===== src/rtl/life_pkg.sv =====
// Shared constants, rule presets and width helpers
// for the life-like cellular automaton cells.
package life_pkg;

  localparam int STATE_DEAD    = 0;
  localparam int STATE_ALIVE   = 1;
  localparam int MAX_NEIGHBORS = 24;

  typedef struct packed {
    logic [8:0] birth;
    logic [8:0] survive;
  } rule_t;

  localparam rule_t RULE_B3_S23 = '{
    birth:   9'b000001000,
    survive: 9'b000001100
  };

  localparam rule_t RULE_B36_S23 = '{
    birth:   9'b001001000,
    survive: 9'b000001100
  };

  function automatic int cnt_width(input int n);
    return $clog2(n + 1);
  endfunction

  function automatic int state_width(input int s);
    return (s <= 2) ? 1 : $clog2(s);
  endfunction

endpackage


===== src/rtl/life_neighbor_count.sv =====
// Parametrised popcount built as a recursive
// binary adder tree over the neighbour bits.
module life_neighbor_count
  import life_pkg::*;
#(
  parameter  int N_NEIGHBORS = 8,
  localparam int CNT_W = cnt_width(N_NEIGHBORS)
) (
  input  logic [N_NEIGHBORS-1:0] neighbors,
  output logic [CNT_W-1:0]       count
);

  generate
    if (N_NEIGHBORS == 1) begin : g_leaf
      assign count = neighbors;
    end else begin : g_split
      localparam int NL = N_NEIGHBORS / 2;
      localparam int NH = N_NEIGHBORS - NL;
      localparam int WL = cnt_width(NL);
      localparam int WH = cnt_width(NH);

      logic [WL-1:0] cnt_lo;
      logic [WH-1:0] cnt_hi;

      life_neighbor_count #(
        .N_NEIGHBORS(NL)
      ) u_lo (
        .neighbors(neighbors[NL-1:0]),
        .count    (cnt_lo)
      );

      life_neighbor_count #(
        .N_NEIGHBORS(NH)
      ) u_hi (
        .neighbors(neighbors[N_NEIGHBORS-1:NL]),
        .count    (cnt_hi)
      );

      assign count = CNT_W'(cnt_lo)
                   + CNT_W'(cnt_hi);
    end
  endgenerate

endmodule


===== src/rtl/life_cell_gen.sv =====
// One life-like cell with runtime rules, decay states
// and age; LIFE_CELL_CHANGE_DETECT_EN adds changed flag.
module life_cell_gen
  import life_pkg::*;
#(
  parameter  int N_NEIGHBORS = 8,
  parameter  int STATES      = 2,
  parameter  int AGE_W       = 4,
  localparam int STATE_W = state_width(STATES),
  localparam int CNT_W   = cnt_width(N_NEIGHBORS)
) (
  input  logic                   clk,
  input  logic                   rst,
  input  logic                   ena,
  input  logic                   load,
  input  logic                   state_0,
  input  logic [N_NEIGHBORS:0]   birth_mask,
  input  logic [N_NEIGHBORS:0]   survive_mask,
  input  logic [N_NEIGHBORS-1:0] neighbors,
  output logic                   alive,
  output logic [STATE_W-1:0]     state_q,
  output logic [AGE_W-1:0]       age,
  output logic [CNT_W-1:0]       live_count,
  output logic                   changed
);

  localparam logic [STATE_W-1:0] ST_DEAD =
    STATE_W'(STATE_DEAD);
  localparam logic [STATE_W-1:0] ST_ALIVE =
    STATE_W'(STATE_ALIVE);
  localparam logic [STATE_W-1:0] ST_DECAY =
    (STATES == 2) ? ST_DEAD : STATE_W'(2);
  localparam logic [STATE_W-1:0] ST_LAST =
    STATE_W'(STATES - 1);
  localparam logic [AGE_W-1:0] AGE_MAX = '1;

  logic [CNT_W-1:0]   n;
  logic [STATE_W-1:0] state_d;
  logic [AGE_W-1:0]   age_q;
  logic [AGE_W-1:0]   age_d;
  logic               alive_q;

  life_neighbor_count #(
    .N_NEIGHBORS(N_NEIGHBORS)
  ) u_cnt (
    .neighbors(neighbors),
    .count    (n)
  );

  assign live_count = n;
  assign age        = age_q;
  assign alive      = alive_q;

  // Next generation: load wins, then ena, else hold
  always_comb begin
    state_d = state_q;
    age_d   = age_q;
    unique case (1'b1)
      load: begin
        state_d = STATE_W'(state_0);
        age_d   = '0;
      end
      (ena && !load): begin
        age_d = '0;
        if (state_q == ST_DEAD) begin
          state_d = birth_mask[n] ? ST_ALIVE
                                  : ST_DEAD;
        end else if (state_q == ST_ALIVE) begin
          if (survive_mask[n]) begin
            state_d = ST_ALIVE;
            age_d   = (age_q == AGE_MAX) ? age_q
                    : age_q + AGE_W'(1);
          end else begin
            state_d = ST_DECAY;
          end
        end else if (state_q < ST_LAST) begin
          state_d = state_q + STATE_W'(1);
        end else begin
          state_d = ST_DEAD;
        end
      end
      default: ;
    endcase
  end

  // State, age and alive registers
  always_ff @(posedge clk or negedge rst) begin
    if (!rst) begin
      state_q <= ST_DEAD;
      age_q   <= '0;
      alive_q <= 1'b0;
    end else begin
      state_q <= state_d;
      age_q   <= age_d;
      alive_q <= (state_d == ST_ALIVE);
    end
  end

`ifdef LIFE_CELL_CHANGE_DETECT_EN
  logic changed_q;

  // Flag a state change caused by a load/ena step
  always_ff @(posedge clk or negedge rst) begin
    if (!rst) begin
      changed_q <= 1'b0;
    end else begin
      changed_q <= (load || ena)
                && (state_d != state_q);
    end
  end

  assign changed = changed_q;
`else
  assign changed = 1'b0;
`endif

endmodule


===== config.mk =====
export PLATFORM = sky130hd
export DESIGN_NAME = life_cell_gen
export DESIGN_NICKNAME = d
export VERILOG_FILES = /design/src/rtl/life_pkg.sv /design/src/rtl/life_neighbor_count.sv /design/src/rtl/life_cell_gen.sv
export SDC_FILE = /design/constraint.sdc
export NUM_CORES = 1
export LEC_CHECK = 0
export ABC_AREA = 1
export ABC_CLOCK_PERIOD_IN_PS = 2200
export BUFFER_PORTS_ARGS = -buffer_cell sky130_fd_sc_hd__buf_2
export CELL_PAD_IN_SITES_DETAIL_PLACEMENT = 0
export CELL_PAD_IN_SITES_GLOBAL_PLACEMENT = 1
export CORE_MARGIN = 10
export CORE_UTILIZATION = 28
export DETAILED_ROUTE_END_ITERATION = 6
export PLACE_DENSITY = 0.86
export SKIP_CTS_REPAIR_TIMING = 1
export SKIP_LAST_GASP = 1
export SLEW_MARGIN = 25
export SYNTH_ARGS = -nofsm -noshare
export SYNTH_HDL_FRONTEND = slang
export SYNTH_HIERARCHICAL = 1
export SYNTH_SLANG_ARGS = --single-unit

===== constraint.sdc =====
create_clock -name clk -period 2.2 [get_ports clk]
set_input_delay 0.11 -clock clk [delete_from_list [all_inputs] [get_ports clk]]
set_output_delay 0.11 -clock clk [all_outputs]
set_load 0.005 [all_outputs]

== Word level (Yosys, flattened, before mapping) ==
Cells that the tools add are included.

* Output and inout bits: 11
* Logic and storage cells: 29
* Input port bits: 31
* Memory bits (read-only): 0
* Latch bits: 0
* Register bits after elaboration: 5
* Memories kept: 0
* Bits in writable memories: 0

* Equal/unequal tests: 2
* Bitwise logic cells: 0
* Multiply operators: 0
* Div/mod/pow operators: 0
* Magnitude comparators: 1
* $add $sub $neg: 8
* Reduce and logical (&&, ||, !) cells: 4
* Mux-type cells: 12
* Shift-type cells: 0

{| class="wikitable"
|+ Operators with widths
! kind !! number
|-
| $mux 4 || 3
|-
| $add 1x1->2 || 4
|-
| $bmux 1 s4 || 2
|-
| $pmux 4 s2 || 1
|-
| $add 2x2->3 || 2
|-
| $lt 4x5->1 const B || 1
|-
| $mux 1 || 5
|-
| $add 3x3->4 || 1
|-
| $add 4x1->4 const B || 1
|-
| $eq 4x4->1 const B || 1
|-
| $ne 4x4->1 const B || 1
|-
| $pmux 1 s2 || 1
|-
| $reduce_and 2->1 || 1
|-
| $reduce_bool 2->1 || 1
|-
| $logic_and 1x1->1 || 1
|-
| $logic_not 1->1 || 1
|}

== Depth between registers and ports, before layout ==
Gate-level depths: netlist of the first run.

* Depth after elaboration: 8
* Gate-level depth with buffers: 18
* Mapped depth without buffers: 17

== By module ==
The synthesis of the first run kept the hierarchy.

{| class="wikitable"
|+ By module, submodules not included
! module !! area each (um2) !! seq. area each (um2) !! times used !! cells each
|-
| life_cell_gen || 570.5 || 125.1 || 1 || 91
|-
| life_neighbor_count (u_cnt.g_split.u_hi ...) || 51.3 || 0.0 || 2 || 7
|-
| life_neighbor_count (u_cnt) || 98.8 || 0.0 || 1 || 13
|-
| life_neighbor_count (u_cnt.g_split.u_hi.g_split.u_hi.g_split.u_hi ...) || 7.5 || 0.0 || 8 || 1
|-
| life_neighbor_count (u_cnt.g_split.u_hi.g_split.u_hi ...) || 12.5 || 0.0 || 4 || 1
|}

== Least setup slack after synthesis of the first run ==
No wires, ideal clock.

* Path kind: input to register
* Start: input port neighbors[0]
* End: register age_q[0] (netlist: age[0])
* Setup time: 0.074 ns
* Required time: 2.126 ns
* Buffers on the path: 1
* Arrival time: 2.684 ns
* Path slack: -0.558 ns
* Stages: 17
* Path through: buf_4 -> ha_1 -> ha_1 -> inv_1 -> fa_1 -> inv_1 -> inv_1 -> fa_1 -> xnor2_1 -> inv_1 -> nand3_2 -> nand3_2 -> nand2_2 -> nand3_2 -> nand2_4 -> nand2_1 -> o21ai_2

* Longest elaborated chain between the ends: 8
* Elaborated cells between the ends (all ways): 10
* Classes of those cells: 3 x add/sub; 1 x eq/ne; 5 x mux; 1 x reduce/logical

{| class="wikitable"
|+ Ends and longest elaborated chain
! what !! RTL line !! RTL
|-
| start: declaration || life_cell_gen.sv:19 || <nowiki>input logic [N_NEIGHBORS-1:0] neighbors,</nowiki>
|-
| $add 1x1->2 (*) || life_neighbor_count.sv:40 || <nowiki>+ CNT_W'(cnt_hi);</nowiki>
|-
| named net u_cnt.g_split.u_lo.g_split.cnt_lo[0] || life_neighbor_count.sv:22 || <nowiki>logic [WL-1:0] cnt_lo;</nowiki>
|-
| $add 2x2->3 (*) || life_neighbor_count.sv:40 ||
|-
| named net u_cnt.g_split.cnt_lo[1] || life_neighbor_count.sv:22 ||
|-
| $add 3x3->4 (*) || life_neighbor_count.sv:40 ||
|-
| named net live_count[2] || life_cell_gen.sv:23 || <nowiki>output logic [CNT_W-1:0] live_count,</nowiki>
|-
| $bmux 1 s4 (*) || life_cell_gen.sv:69 || <nowiki>if (survive_mask[n]) begin</nowiki>
|-
| $mux 1 (not written as such) (*) || life_cell_gen.sv:69 ||
|-
| $mux 4 || life_cell_gen.sv:69 ||
|-
| $mux 4 || life_cell_gen.sv:65 || <nowiki>if (state_q == ST_DEAD) begin</nowiki>
|-
| $pmux 4 s2 || life_cell_gen.sv:58 || <nowiki>unique case (1'b1)</nowiki>
|-
| end signal: assignment || life_cell_gen.sv:94 || <nowiki>age_q <= age_d;</nowiki>
|-
| end: declaration || life_cell_gen.sv:39 || <nowiki>logic [AGE_W-1:0] age_q;</nowiki>
|}

Mark *: on every way through the listed nets, which the timed path passes. The rest lies on a longest branch. The select of a mux whose other input is x is not followed.
A chain may end at the register's enable or synchronous reset.

== Final worst setup path of the first run ==
* Start: input port neighbors[1]
* End: register age_q[2] (netlist: age[2])

* Longest elaborated chain between the ends: 8
* Elaborated cells between the ends (all ways): 10
* Classes of those cells: 3 x add/sub; 1 x eq/ne; 5 x mux; 1 x reduce/logical

{| class="wikitable"
|+ Ends and longest elaborated chain
! what !! RTL line
|-
| $add 1x1->2 (*) || life_neighbor_count.sv:40
|-
| named net u_cnt.g_split.u_lo.g_split.cnt_lo[0] || life_neighbor_count.sv:22
|-
| $add 2x2->3 (*) || life_neighbor_count.sv:40
|-
| named net u_cnt.g_split.cnt_lo[1] || life_neighbor_count.sv:22
|-
| $add 3x3->4 (*) || life_neighbor_count.sv:40
|-
| $bmux 1 s4 (*) || life_cell_gen.sv:69
|-
| $mux 1 (not written as such) (*) || life_cell_gen.sv:69
|-
| $mux 4 || life_cell_gen.sv:69
|-
| $mux 4 || life_cell_gen.sv:65
|-
| $pmux 4 s2 || life_cell_gen.sv:58
|}

Marked as above.

==> results of run 1 <==
[logic make-up (layout without fill, tap and decap cells)]
logic type | Yosys count | in the layout | share of synthesized area, %
DFF | 5 | 5 | 14.2
buffers and inverters | 42 | 80 | 23.5
and+or+nand+nor | 58 | 58 | 32.5
xor gates and xnor gates | 2 | 2 | 1.99
AOI/OAI and AO/OA | 9 | 9 | 6.38
adders and majority gates | 13 | 13 | 21.0
other | 1 | 1 | 0.425
[layout by cell type (no fill, tap or decap)]
master         count
buf_6              4
o211ai_1           1
inv_4              2
clkbuf_1           1
o21ai_0            3
nor2_1             8
buf_4              4
fa_1               2
or2_0              1
or2_2              2
fa_2               1
a21oi_1            1
nand3_1            6
nor2_4             2
buf_2             36
conb_1             1
nand2_1           19
dfrtp_1            5
dlygate4sd3_1      1
inv_6              1
xor2_1             1
ha_4               6
nand4_1            3
inv_2              5
inv_1             23
o21ai_2            2
clkbuf_4           3
nand3_2            8
ha_1               4
nand2_2            5
o21ai_1            1
nand3_4            1
a31oi_1            1
xnor2_4            1
nand2_4            3
[how the worst max path moves through the flow]
stage                            start            endpoint  depth (start not counted)
final                     neighbors[1]  age[2]$_DFFE_PN0P_                         18
after floorplan           neighbors[6]  age[0]$_DFFE_PN0P_                         18
after global routing      neighbors[1]  age[1]$_DFFE_PN0P_                         16
after CTS                 neighbors[2]  age[2]$_DFFE_PN0P_                         18
after detailed placement  neighbors[2]  age[2]$_DFFE_PN0P_                         18
after global placement    neighbors[2]   alive$_DFFE_PN0P_                         17
[layer usage]
layer	vias up	GRT usage [%]	share of wire [%]	routed length (um)
met5	-	0	0	0
met4	0	2.42	0	0
met3	0	3.89	8.1	198
met2	28	14.3	51	1240
met1	379	8.60	41	1010
li1	469	-	-	-
[area by class of cell]
type	instances	area share [%]
repair buffers	45	20.2
inverters	31	9.64
clock buffers	4	2.00
well taps	44	4.20
flip-flops and latches	5	9.54
multi-input cells	83	54.4
[metrics by stage]
stage / TNS [ns] / setup slack, ns / total power, mW / hold WS [ns] / instances
after floorplan: -1.36 / -0.279 / 0.598 / -0.186 / 130
after global placement: -1.98 / -0.439 / 0.719 / -0.0775 / 206
after detailed placement: -2.27 / -0.450 / 0.740 / -0.0726 / 206
after CTS: -1.05 / -0.204 / 0.847 / -0.329 / 210
after global routing: -1.51 / -0.303 / 1.01 / 0.215 / 212
final: -0.908 / -0.202 / 0.904 / 0.212 / 212
[power by group]
group / internal [mW] / switching [mW] / total, mW / leakage (nW)
Combinational: 0.289 / 0.389 / 0.678 / 0.620
Clock: 0.0683 / 0.0337 / 0.102 / 0.0150
Sequential: 0.101 / 0.0229 / 0.124 / 0.0678
[worst max-delay path, delay by kind of cell]
kind,cells,cell delay (ns)
fa+ha+maj,4,1.40
simple gates,8,0.68
buf+inv,6,0.38
[state kept, by name, summed over array words and instances, names as in the netlist]
| name | count |
|---|---|
| alive | 1 |
| age | 4 |
==> out/metrics.yaml, run 1 <==
clocking:
  clk_pin_slew_ns: 0.04
  clock_latency_ns: 0.24
  cts_buffers: 3
  clock_path_buffers: 2
  clkSinkCount: 5
  cts_tree: "built"
  cts-root-buf: "clkbuf_4"
  cts-htree-levels: 1
floorplanning:
  num_io_pins: 42
  coreArea_mm2: 0.00303
  die_area_mm2: 0.00580
  initial_core_util_pct: 29.1
  fp-row-count: 20
  dieHeight_um: 76.1
  die_width_um: 76.1
sta:
  setup_viol: 6
  post-route-min-period_ns: 2.40
  rsz0062_at_grt: "true"
  max_freq_mhz: 416
  finalHoldViolCount: 0
  slew_violations: 0
  worst_clock_skew_ns: 0.000279
  worst_slack_ns: -0.202
  period_share_pct: 109
worst_setup_path:
  slowest_stage: "fa_2"
  regToRegSetupSlack_ns: 0.84
  cp_cell_sequence: "buf_6 -> ha_4 -> ha_4 -> inv_2 -> fa_1 -> inv_2 -> inv_2 -> fa_2 -> inv_4 -> inv_4 -> nand3_2 -> nand3_2 -> nand3_2 -> nand2_4 -> nand2_4 -> nor2_4 -> nand3_2 -> nand2_1"
  end_kind: "flip-flop"
  max_stage_delay_ns: 0.55
  rr_worst_depth: 9
  cp-start-kind: "primary input"
  cpMostUsedCell: "nand3_2"
  regToRegEndpoint: "age[3]$_DFFE_PN0P_"
  r2r-start: "age[0]$_DFFE_PN0P_"
  crit_path_max_fanout: 7
  critPathKind: "primary input to flip-flop"
  critPathArrivalTime_ns: 2.58
  required_ns: 2.37
pwr:
  power.density_mw_per_mm2: 689
  vdd_ir_drop_max_uv: 358
  power_leakage_nw: 0.703
route:
  dr.pass1.iters: 3
  via_per_inst: 4.13
  drt_iter0_markers: 20
  postRouteAntennaNets: 0
  vias: 876
  drt-total-wl_um: 2450
  wl_per_cell_um: 11.6
  route.detailed.drc: 0
finish:
  post-route-util_pct: 43.3
  nets: 213
  finish.instance_area_mm2: 0.00131
  ff_latch_area_um2: 125
  antennaDiodeCount: 0
  area_delta_synth_final_pct: 48.7
  multi_input_area_um2: 713
  drive_gt1_share_pct: 51.2
  nFillCells: 310
min_path:
  holdPathStages: 5
  hold_end: "alive$_DFFE_PN0P_"
  hp-start: "state_0"
  hold_class: "primary input to flip-flop"
logic_synthesis:
  synth_edf_count: 0
  synth_area_per_cell_um2: 6.79
  async_flop_share_pct: 100
  ys_types: 25
  syn_area_um2: 882
  synth.most_common_cell: "inv_1"
  ys_top_cells_by_area: "dfrtp_1, ha_1, inv_1"
  synth_seq_cells: 5
  synthFlopType: "dfrtp_1"
  syn_inst: 130
  syn_nets: 174
  ys_seq_area_share_pct: 14.2
  synth_commonest_cells: "inv_1, nand2_1, nand3_1, buf_4, ha_1"
  post-synth-top-area-cell: "dfrtp_1"
  yosysTopAreaCellShare_pct: 14.2
  yosys_warnings: 6
run_status:
  violations: "setup timing"
  status: "finished with violations"
placement:
  io_buffers: 40
  place_hpwl_um: 2160
  gp_congestion: 0.782
  placed_cell_area_mm2: 0.00119
grt:
  grt_pass1_vias: 997
  antenna_found_initial: 0
  grt_max_degree: 12
  grt.overflow.total: 0
  grt_first_pass_wirelength_um: 4120
  grt_usage_pct: 8.22
job:
  cap_violations: 0
Power figures use the tool's default switching activity.
==> inputs of run 2 (changes only) <==
--- a/config.mk
+++ b/config.mk
@@ -10,6 +10,7 @@
 export BUFFER_PORTS_ARGS = -buffer_cell sky130_fd_sc_hd__buf_2
 export CELL_PAD_IN_SITES_DETAIL_PLACEMENT = 0
 export CELL_PAD_IN_SITES_GLOBAL_PLACEMENT = 1
+export CORE_ASPECT_RATIO = 1.75
 export CORE_MARGIN = 10
 export CORE_UTILIZATION = 28
 export DETAILED_ROUTE_END_ITERATION = 6
==> out/metrics.yaml, run 2 (synthesis results as in run 1) <==
run_status:
  status: "finished with violations"
  violations: "setup timing"
pwr:
  vdd_ir_drop_max_uv: 411
  p_total_mw: 0.994
  power_leakage_nw: 0.725
  power.density_mw_per_mm2: 728
sta:
  slew_violations: 0
  setup_viol: 6
  post-route-min-period_ns: 2.38
  period_share_pct: 108
  rsz0062_at_grt: "true"
  finalHoldViolCount: 0
  whs_ns: 0.232
  tns_ns: -0.926
  worst_clock_skew_ns: 0.000290
  max_freq_mhz: 419
  worst_slack_ns: -0.184
worst_setup_path:
  crit_path_max_fanout: 7
  critPathKind: "primary input to flip-flop"
  end_kind: "flip-flop"
  cp-start-kind: "primary input"
  required_ns: 2.36
  critPathArrivalTime_ns: 2.54
placement:
  gp_congestion: 0.832
  place_hpwl_um: 2230
  placed_cell_area_mm2: 0.00120
  dp_slack_ns: -0.452
  place_inst: 206
  io_buffers: 40
floorplanning:
  coreArea_mm2: 0.00296
  fp-row-count: 26
  initial_core_util_pct: 29.8
  num_io_pins: 42
  die_area_mm2: 0.00588
  die_width_um: 62.4
  dieHeight_um: 94.3
grt:
  antenna_found_initial: 0
  grt_max_degree: 12
  grt.overflow.total: 0
  grt_use_met3_pct: 3.11
  grt_usage_pct: 8.37
  busiest_layer: "met2"
  use_met1_pct: 6.99
  met2_usage_pct: 17.2
  grt_pass1_vias: 1030
  grt_first_pass_wirelength_um: 4130
route:
  drt-total-wl_um: 2510
  wl_per_cell_um: 11.8
  vias: 938
  drt_iter0_markers: 14
  route.detailed.drc: 0
  dr.pass1.iters: 4
  via_per_inst: 4.42
  postRouteAntennaNets: 0
clocking:
  clock_latency_ns: 0.22
  cts_tree: "built"
  clock_path_buffers: 2
  cts_buffers: 3
  clk_pin_slew_ns: 0.03
  cts-root-buf: "clkbuf_8"
  cts-htree-levels: 1
  clkSinkCount: 5
finish:
  layout_common_cells: "buf_2, inv_1, nand2_1"
  nets: 215
  area_delta_synth_final_pct: 54.8
  finish.instance_area_mm2: 0.00137
  post-route-util_pct: 46.1
  stdcell_count: 212
  layout_commonest_cell: "buf_2"
  largest_reg_flops: 4
  antennaDiodeCount: 0
  drive_gt1_share_pct: 51.8
job:
  cap_violations: 0
min_path:
  hold_class: "primary input to asynchronous set/reset pin"
==> run 2: metal layers <==
| layer | routed length, um | part of all wire [%] | up-vias |
|---|---|---|---|
| met5 | 0 | 0 | - |
| met4 | 52 | 2.1 | 0 |
| met3 | 219 | 8.7 | 5 |
| met2 | 1480 | 59 | 33 |
| met1 | 758 | 30 | 432 |
| li1 | - | - | 468 |
==> run 2: report_power, final <==
| part | switching (mW) | internal (mW) | total, mW |
|---|---|---|---|
| clock | 0.0438 | 0.124 | 0.168 |
| sequential | 0.0236 | 0.101 | 0.125 |
| combinational | 0.386 | 0.316 | 0.701 |
==> run 2: critical path, stage by stage <==
cell and delay [ns]:
buf_6 0.09, ha_4 0.27, ha_4 0.12, inv_2 0.03, fa_1 0.44, inv_2 0.07
inv_2 0.04, fa_2 0.56, clkinv_4 0.09, inv_4 0.07, nand3_2 0.06, nand3_2 0.07
nand3_2 0.09, nand2_4 0.11, nand2_4 0.06, nor2_4 0.13, nand3_2 0.07, nand2_1 0.06
==> run 2: final timing paths <==
path / from / to / slack, ns / cells past startpoint
max reg2reg: age[0]$_DFFE_PN0P_ / age[0]$_DFFE_PN0P_ / 0.79 / 9
max in group asynchronous: rst / age[3]$_DFFE_PN0P_ / 1.84 / 2
min reg2reg: age[1]$_DFFE_PN0P_ / age[1]$_DFFE_PN0P_ / 0.54 / 2
min in group clk: state_0 / alive$_DFFE_PN0P_ / 0.23 / 5
max: neighbors[1] / age[2]$_DFFE_PN0P_ / -0.18 / 18
min: rst / age[1]$_DFFE_PN0P_ / 0.23 / 2
==> run 2: area by class of cell <==
type | count | area (um2)
Fill cell | 304 | 1600
Inverter | 31 | 129
Tap cell | 42 | 52.6
Clock buffer | 4 | 45.0
Sequential cell | 5 | 125
Multi-Input combinational cell | 83 | 708
Timing Repair Buffer | 47 | 305
==> inputs of run 3 (changes only) <==
--- a/config.mk
+++ b/config.mk
@@ -14,7 +14,7 @@
 export CORE_MARGIN = 10
 export CORE_UTILIZATION = 28
 export DETAILED_ROUTE_END_ITERATION = 6
-export PLACE_DENSITY = 0.86
+export PLACE_DENSITY = 0.79
 export SKIP_CTS_REPAIR_TIMING = 1
 export SKIP_LAST_GASP = 1
 export SLEW_MARGIN = 25
==> out/metrics.yaml, run 3 (synthesis results as in run 1) <==
run_status:
  violations: "setup timing"
  status: "finished with violations"
clocking:
  clkSinkCount: 5
  cts_buffers: 3
  clock_path_buffers: 2
  clk_pin_slew_ns: 0.04
  cts-htree-levels: 1
  cts-root-buf: "clkbuf_8"
  clock_latency_ns: 0.23
  cts_tree: "built"
finish:
  antennaDiodeCount: 0
  stdcell_count: 217
  layout_commonest_cell: "buf_2"
  area_delta_synth_final_pct: 64.4
  nFillCells: 302
  largest_reg_flops: 4
  nets: 220
  drive_gt1_share_pct: 54.9
  layout_common_cells: "buf_2, inv_1, nand2_1, buf_6, buf_4"
placement:
  place_hpwl_um: 2240
  dp_slack_ns: -0.533
  io_buffers: 40
  gp_congestion: 0.834
  place_inst: 207
worst_setup_path:
  critPathArrivalTime_ns: 2.60
  cp_cell_sequence: "buf_6 -> ha_4 -> ha_4 -> inv_2 -> fa_1 -> inv_2 -> inv_2 -> fa_2 -> clkinv_4 -> nor2_4 -> nand4_1 -> nand2_4 -> nand2_4 -> nor2_4 -> nand3_2 -> nand2_1"
  crit_path_max_fanout: 7
  slowest_stage: "fa_2"
  r2r-start: "age[0]$_DFFE_PN0P_"
  crit_end: "age[1]$_DFFE_PN0P_"
  cp-start-kind: "primary input"
  regToRegEndpoint: "age[1]$_DFFE_PN0P_"
  max_stage_delay_ns: 0.57
  crit_start: "neighbors[1]"
  rr_worst_depth: 9
  regToRegSetupSlack_ns: 0.83
  critPathKind: "primary input to flip-flop"
  required_ns: 2.36
  end_kind: "flip-flop"
  cpMostUsedCell: "inv_2"
grt:
  grt_max_degree: 10
  grt_usage_pct: 8.59
  antenna_found_initial: 0
  grt.overflow.total: 0
  grt_pass1_vias: 1009
  grt_first_pass_wirelength_um: 4150
route:
  route.detailed.drc: 0
  drt-total-wl_um: 2620
  dr.pass1.iters: 2
  postRouteAntennaNets: 0
  vias: 949
  drt_iter0_markers: 16
  via_per_inst: 4.37
  wl_per_cell_um: 12.1
sta:
  slew_violations: 0
  whs_ns: 0.235
  setup_viol: 6
  worst_clock_skew_ns: 0.00315
  rsz0062_at_grt: "true"
  max_freq_mhz: 411
  post-route-min-period_ns: 2.44
  finalHoldViolCount: 0
  period_share_pct: 111
  worst_slack_ns: -0.236
pwr:
  power.density_mw_per_mm2: 750
  vdd_ir_drop_max_uv: 421
  power_leakage_nw: 0.757
floorplanning:
  fp-row-count: 26
  coreArea_mm2: 0.00296
  dieHeight_um: 94.3
  die_area_mm2: 0.00588
  initial_core_util_pct: 29.8
  num_io_pins: 42
  die_width_um: 62.4
job:
  cap_violations: 0
min_path:
  hold_class: "primary input to asynchronous set/reset pin"
==> run 3: critical path: cells and delay by family <==
kind                     cells  cell delay (ns)
adder cells (fa/ha/maj)      4             1.40
AND/OR/NAND/NOR              7             0.76
buffers and inverters        5             0.34
==> run 3: cell type report <==
type / count / area, um2 / share of cell area [%]
clock buffer: 3 / 41.3 / 2.85
clock inverter: 1 / 5.00 / 0.345
inverter: 31 / 129 / 8.89
multi-input combinational: 83 / 744 / 51.3
sequential: 5 / 125 / 8.63
tap: 42 / 52.6 / 3.62
timing repair buffer: 52 / 353 / 24.3
==> run 3: worst min-delay path by stage <==
stage / end / slack, ns / depth (start not counted)
2_1_floorplan: age[0]$_DFFE_PN0P_ / -0.19 / 0
3_3_place_gp: age[0]$_DFFE_PN0P_ / -0.07 / 1
3_5_place_dp: age[0]$_DFFE_PN0P_ / -0.07 / 1
4_1_cts: age[0]$_DFFE_PN0P_ / -0.31 / 1
5_1_grt: age[0]$_DFFE_PN0P_ / 0.26 / 2
6_report: age[0]$_DFFE_PN0P_ / 0.23 / 2
==> run 3: report_power, final <==
part	switching [mW]	internal, mW	leakage [nW]	total, mW
Clock	0.0505	0.122	0.0255	0.173
Combinational	0.426	0.365	0.663	0.791
Sequential	0.0230	0.101	0.0678	0.124
Total	0.500	0.588	0.757	1.09
==> run 3: metal layers <==
layer	vias up	global-route usage [%]	part of all wire, %
met5	-	0	0
li1	481	-	-
met3	4	3.23	6.6
met2	27	17.3	59
met4	0	3.93	1.3
met1	437	7.13	33
==> run 3: per-stage QoR <==
stage | area (um2) | TNS [ns] | util, % | total power [mW]
finish | 1450 | -1.17 | 49.0 | 1.09
CTS | 1260 | -1.37 | 42.5 | 0.944
detailed placement | 1210 | -2.53 | 41.0 | 0.768
global route | 1450 | -1.74 | 49.0 | 1.19
global placement | 1210 | -2.18 | 41.0 | 0.756
floorplan | 1030 | -1.36 | - | 0.598
